--- config.mk ---
export PLATFORM = sky130hd
export DESIGN_NAME = local_packetizer
export DESIGN_NICKNAME = d
export VERILOG_FILES = /design/src/rtl/local_packetizer_pkg.sv /design/src/rtl/local_packetizer_fifo.sv /design/src/rtl/local_packetizer.sv
export SDC_FILE = /design/constraint.sdc
export NUM_CORES = 1
export LEC_CHECK = 0
export CAP_MARGIN = 10
export CORE_ASPECT_RATIO = 1.5
export CORE_MARGIN = 4
export CORE_UTILIZATION = 35
export DETAILED_ROUTE_END_ITERATION = 7
export GPL_ROUTABILITY_DRIVEN = 0
export PLACE_DENSITY = 0.62
export SYNTH_ARGS = -nofsm -noshare
export SYNTH_HDL_FRONTEND = slang
export SYNTH_SLANG_ARGS = --single-unit
--- constraint.sdc ---
create_clock -name clk -period 2.6 [get_ports clk]
set_input_delay 0.78 -clock clk [delete_from_list [all_inputs] [get_ports clk]]
set_output_delay 0.78 -clock clk [all_outputs]
set_load 0.01 [all_outputs]
--- src/rtl/local_packetizer_pkg.sv ---
// Shared packet layout, direction codes and packetizer FSM states for the
// local packetizer and the router it feeds.
package local_packetizer_pkg;

  localparam int ADDR_W = 2;
  localparam int PAY_W  = 36;
  localparam int PKT_W  = 40;

  localparam int SRC_HI = 39;
  localparam int SRC_LO = 38;
  localparam int DST_HI = 37;
  localparam int DST_LO = 36;
  localparam int PAY_HI = 35;
  localparam int PAY_LO = 0;

  typedef enum logic [1:0] {
    DIR_NORTH = 2'b00,
    DIR_EAST  = 2'b01,
    DIR_SOUTH = 2'b10,
    DIR_WEST  = 2'b11
  } dir_e;

  typedef enum logic [1:0] {
    ST_IDLE        = 2'b00,
    ST_SEND        = 2'b01,
    ST_WAIT_CREDIT = 2'b10
  } pk_state_e;

  function automatic logic [PKT_W-1:0] form_pkt(input logic [ADDR_W-1:0] src,
                                                input logic [ADDR_W-1:0] dst,
                                                input logic [PAY_W-1:0]  pay);
    logic [PKT_W-1:0] p;
    p                = '0;
    p[SRC_HI:SRC_LO] = src;
    p[DST_HI:DST_LO] = dst;
    p[PAY_HI:PAY_LO] = pay;
    return p;
  endfunction

endpackage

--- src/rtl/local_packetizer_fifo.sv ---
// Packet queue: power-of-two depth FIFO with a combinational head read.
module pkt_fifo #(
  parameter int DATA_W = 40,
  parameter int DEPTH  = 4
) (
  input  logic              clk,
  input  logic              rst_n,
  input  logic              push,
  input  logic [DATA_W-1:0] push_data,
  input  logic              pop,
  output logic [DATA_W-1:0] pop_data,
  output logic              full,
  output logic              empty
);

  localparam int AW = $clog2(DEPTH);

  logic [DATA_W-1:0] mem [DEPTH];
  logic [AW:0]       wr_ptr;
  logic [AW:0]       rd_ptr;
  logic              do_push;
  logic              do_pop;

  // Extra pointer bit distinguishes full from empty when the indices match.
  assign empty    = (wr_ptr == rd_ptr);
  assign full     = (wr_ptr[AW] != rd_ptr[AW]) && (wr_ptr[AW-1:0] == rd_ptr[AW-1:0]);
  assign pop_data = mem[rd_ptr[AW-1:0]];
  assign do_push  = push & ~full;
  assign do_pop   = pop & ~empty;

  always_ff @(posedge clk) begin
    if (!rst_n) begin
      wr_ptr <= '0;
      rd_ptr <= '0;
    end else begin
      if (do_push) wr_ptr <= wr_ptr + {{AW{1'b0}}, 1'b1};
      if (do_pop)  rd_ptr <= rd_ptr + {{AW{1'b0}}, 1'b1};
    end
  end

  always_ff @(posedge clk) begin
    if (do_push) mem[wr_ptr[AW-1:0]] <= push_data;
  end

endmodule

--- src/rtl/local_packetizer.sv ---
// Wraps PE payloads into routed packets and meters them into the router's
// local channel under credit-based flow control.
module local_packetizer
  import local_packetizer_pkg::*;
#(
  parameter int FIFO_DEPTH = 4,
  parameter int CREDITS    = 4
) (
  input  logic              clk,
  input  logic              rst_n,
  input  logic [ADDR_W-1:0] current_location,
  input  logic              pe_valid,
  output logic              pe_ready,
  input  logic [ADDR_W-1:0] pe_dest,
  input  logic [PAY_W-1:0]  pe_data,
  output logic              pkt_valid,
  input  logic              pkt_ready,
  output logic [PKT_W-1:0]  pkt_out,
  input  logic              credit_return,
  output logic              self_err,
  output logic              credit_err,
  output logic [7:0]        pkt_count
);

  localparam int CW = $clog2(CREDITS + 1);

  pk_state_e        state;
  pk_state_e        state_nxt;
  logic [CW-1:0]    credits;
  logic [CW-1:0]    credits_nxt;
  logic             cr_overflow;
  logic             accept;
  logic             is_self;
  logic             push;
  logic             pop;
  logic             hs;
  logic             fifo_full;
  logic             fifo_empty;
  logic [PKT_W-1:0] fifo_dout;

  assign pe_ready  = rst_n & ~fifo_full;
  assign accept    = pe_valid & pe_ready;
  assign is_self   = (pe_dest == current_location);
  assign push      = accept & ~is_self;
  assign pkt_valid = rst_n & (state == ST_SEND);
  assign hs        = pkt_valid & pkt_ready;

  // Stage 0: accepted payloads queued as complete packets
  pkt_fifo #(
    .DATA_W (PKT_W),
    .DEPTH  (FIFO_DEPTH)
  ) u_fifo (
    .clk       (clk),
    .rst_n     (rst_n),
    .push      (push),
    .push_data (form_pkt(current_location, pe_dest, pe_data)),
    .pop       (pop),
    .pop_data  (fifo_dout),
    .full      (fifo_full),
    .empty     (fifo_empty)
  );

  always_comb begin
    credits_nxt = credits;
    cr_overflow = 1'b0;
    if (hs && !credit_return) begin
      credits_nxt = credits - CW'(1);
    end else if (credit_return && !hs) begin
      if (credits == CW'(CREDITS)) cr_overflow = 1'b1;
      else                         credits_nxt = credits + CW'(1);
    end
  end

  // Back-to-back sends look at the post-handshake credit count.
  always_comb begin
    state_nxt = state;
    pop       = 1'b0;
    unique case (state)
      ST_IDLE: begin
        if (!fifo_empty) begin
          if (credits != '0) begin
            pop       = 1'b1;
            state_nxt = ST_SEND;
          end else begin
            state_nxt = ST_WAIT_CREDIT;
          end
        end
      end
      ST_WAIT_CREDIT: begin
        if (credits != '0) begin
          pop       = 1'b1;
          state_nxt = ST_SEND;
        end
      end
      ST_SEND: begin
        if (hs) begin
          if (!fifo_empty && credits_nxt != '0) pop = 1'b1;
          else if (!fifo_empty)                 state_nxt = ST_WAIT_CREDIT;
          else                                  state_nxt = ST_IDLE;
        end
      end
      default: state_nxt = ST_IDLE;
    endcase
  end

  // Stage 1: packet held on the local channel until handshake
  always_ff @(posedge clk) begin
    if (!rst_n) begin
      state      <= ST_IDLE;
      credits    <= CW'(CREDITS);
      pkt_out    <= '0;
      self_err   <= 1'b0;
      credit_err <= 1'b0;
      pkt_count  <= 8'd0;
    end else begin
      state    <= state_nxt;
      credits  <= credits_nxt;
      self_err <= accept & is_self;
      if (pop)         pkt_out    <= fifo_dout;
      if (cr_overflow) credit_err <= 1'b1;
      if (hs)          pkt_count  <= pkt_count + 8'd1;
    end
  end

endmodule

==> flow_summary.json <==
{
  "status": "completed",
  "viasPerCell": 5.75,
  "hold_class": "register to register",
  "fin_cells": 1128,
  "ir_drop_mv": 0.525,
  "portBuffers": 96,
  "ff2ff_setup_slack_ps": 240,
  "setup_viol_count_final": 0,
  "syn-num-nets": 717,
  "fp-row-count": 74,
  "r2r_cells": 8,
  "placed_cells": 1087,
  "layout_setup_ws_ps": 102,
  "p_leak_nw": 3.88,
  "maxSlewViolCount": 0,
  "nNetsFinal": 824,
  "synth_top_area_share_pct": 50.0,
  "grt_max_degree": 81,
  "cp_slowest_cell": "clkdlybuf4s50_1",
  "io_pins": 97,
  "rsz0062_at_grt": "false",
  "grt.overflow.total": 0,
  "synth_ff_type": "edfxtp_1",
  "avgSynthCellArea_um2": 14.5,
  "fin_util_pct": 45.0,
  "hold_buffers": 0,
  "core_area_mm2": 0.0271,
  "start_kind": "register",
  "die_y_um": 211,
  "cap_violations": 0,
  "worst_pin_slew_ps": 752,
  "track_usage_pct": 15.6,
  "synth-edff-count": 160,
  "wirelength_mm": 23.7,
  "async_reset_ff_share_pct": 0,
  "ctsHtreeMaxLevel": 1,
  "cts_tree": "built",
  "wl_per_cell_um": 21.1,
  "synth_cell_types": 50,
  "antenna_found_initial": 0,
  "crit_start": "state[0]$_SDFFE_PN0P_",
  "clk_pin_slew_worst_paths_ps": 70,
  "synth.ff_latch_count": 221,
  "drive_above_1_share_pct": 21.0,
  "firstDrtPassIters": 8,
  "dpl_cell_area_mm2": 0.0113,
  "diodes": 0,
  "cp.arrival_ps": 1720,
  "yosysSeqAreaShare_pct": 62.7,
  "clock_skew_ps": 12.0,
  "cts.sinks": 221,
  "cts_buffers": 22,
  "cp.required_ps": 1820,
  "tns_ps": 0,
  "rr_startpoint": "credits[0]$_SDFF_PN0_",
  "worstSetupEndpointType": "primary output",
  "p_per_area_mw_per_mm2": 1010,
  "crit_path_max_fanout": 5,
  "synth_most_common_cell": "edfxtp_1",
  "syn_inst": 663,
  "via_count": 6490,
  "final_hold_viol_count": 0,
  "worstSetupPathType": "register to primary output",
  "dp_slack_ps": -243,
  "grt_pass1_wl_mm": 37.1,
  "yosys-top-cells-area": "edfxtp_1 (50%), dfxtp_1 (13%), mux4_2 (9.4%), o2111ai_1 (3.7%), a221oi_1 (3.6%)",
  "worstSetupEndpoint": "pkt_valid",
  "synthesis.area_mm2": 0.00961,
  "synthTopCellsByCount": "edfxtp_1 (160), dfxtp_1 (61), clkbuf_1 (58)",
  "num-fill-cells": 2341,
  "cts_root_buf": "clkbuf_16",
  "critical_path.max_stage_delay_ps": 540,
  "period_needed_ps": 2500,
  "slew_headroom_pct": 49.9,
  "fin_crit_sh_pct": 96.1,
  "syn2layout_area_growth_pct": 27.2,
  "timing.rr.end": "pkt_out[21]$_SDFFE_PN0P_",
  "synth_top_cell_by_area": "edfxtp_1",
  "start_util_pct": 35.4,
  "final_area_mm2": 0.0122,
  "drc": 0,
  "synth_warnings": 0,
  "worstPathCellList": "nor2b_2 -> and2_1 -> clkdlybuf4s50_1",
  "insertion_delay_ps": 510,
  "dr.first_iter.drc_count": 640,
  "hpwl_mm": 15.2,
  "fmax_ghz": 0.400,
  "dieArea_mm2": 0.0302,
  "grt_pass1_vias": 6530,
  "die_x_um": 143,
  "clockBufferDepth": 3,
  "ant_nets": 0,
  "holdCritStartpoint": "credit_err$_SDFFE_PN0P_"
}
[layer usage]
layer	wire, um	track usage (%)	vias up
met5	0	0	-
met4	828	6.24	0
met3	1220	2.29	52
met2	12400	27.2	227
met1	9270	19.6	3222
li1	-	-	2989
[layout make-up]
type	instances	area [um^2]	share of cell area, %
timing repair buffer	159	1650	13.5
inverter	6	22.5	0.184
clock inverter	15	234	1.92
sequential	221	6040	49.4
multi-input combinational	360	3250	26.6
clock buffer	25	593	4.85
tap	342	428	3.50
[cell families (layout without fill, tap and decap cells)]
family	count (synthesis)	in the layout	synth area share, %
DFF	221	221	62.7
and+or+nand+nor	104	104	5.02
muxes	43	43	9.70
xor gates and xnor gates	15	15	1.45
AOI/OAI and AO/OA	189	189	15.9
buffers and inverters	82	205	4.05
adders and majority gates	9	9	1.17
[worst min-delay path by stage]
stage	cells after the start	slack, ps	end
6_report	2	490	credit_err$_SDFFE_PN0P_
2_1_floorplan	1	480	u_fifo.wr_ptr[2]$_SDFFE_PN0P_
3_3_place_gp	2	470	credit_err$_SDFFE_PN0P_
3_5_place_dp	2	490	credit_err$_SDFFE_PN0P_
4_1_cts	2	500	pkt_count[1]$_SDFFE_PN0P_
5_1_grt	2	530	pkt_count[1]$_SDFFE_PN0P_
[timing repair]
action / 4_1_cts / 5_1_grt
buffers inserted: 1 / 0
setup endpoints to repair: 2 / 2
gates resized for setup: 8 / 2
pin swaps: 2 / 0
[critical path, delay by kind of cell (launching register included)]
| family | cells | cell delay [ps] |
|---|---|---|
| flops | 1 | 380 |
| simple gates | 2 | 290 |
| buf+inv | 1 | 540 |
[per-stage QoR]
step / power, mW / hold slack, ps
2_1_floorplan: 7.11 / 477
3_3_place_gp: 8.80 / 475
3_5_place_dp: 8.84 / 485
4_1_cts: 12.5 / 501
5_1_grt: 13.0 / 529
6_report: 12.4 / 492
[state kept, by name, indices dropped and copies added, names as in the netlist]
name           flops
credit_err         1
credits            3
pkt_count          8
pkt_out           40
self_err           1
state              2
u_fifo.mem       160
u_fifo.rd_ptr      3
u_fifo.wr_ptr      3
[layout by cell type, fill, tap and decap left out, types with 5 or more instances in the layout]
cell type and instances:
o2111ai_1 41, and2_2 5, a221oi_1 40, clkdlybuf4s50_1 94
nand2_1 54, buf_4 47, a31oi_1 41, mux4_2 40
ha_1 9, nor2_1 15, o311ai_1 40, bufinv_16 6
buf_12 17, dfxtp_1 55, nand3_1 7, xnor2_1 7
clkbuf_16 23, xor2_1 6, edfxtp_1 160, inv_1 5
[power breakdown]
part | internal [mW] | total [mW] | switching [mW]
combinational | 1.92 | 4.30 | 2.39
clock | 2.25 | 3.60 | 1.35
sequential | 4.17 | 4.48 | 0.315
total | 8.33 | 12.4 | 4.05
Note: power is estimated with default switching activity, not from simulation.
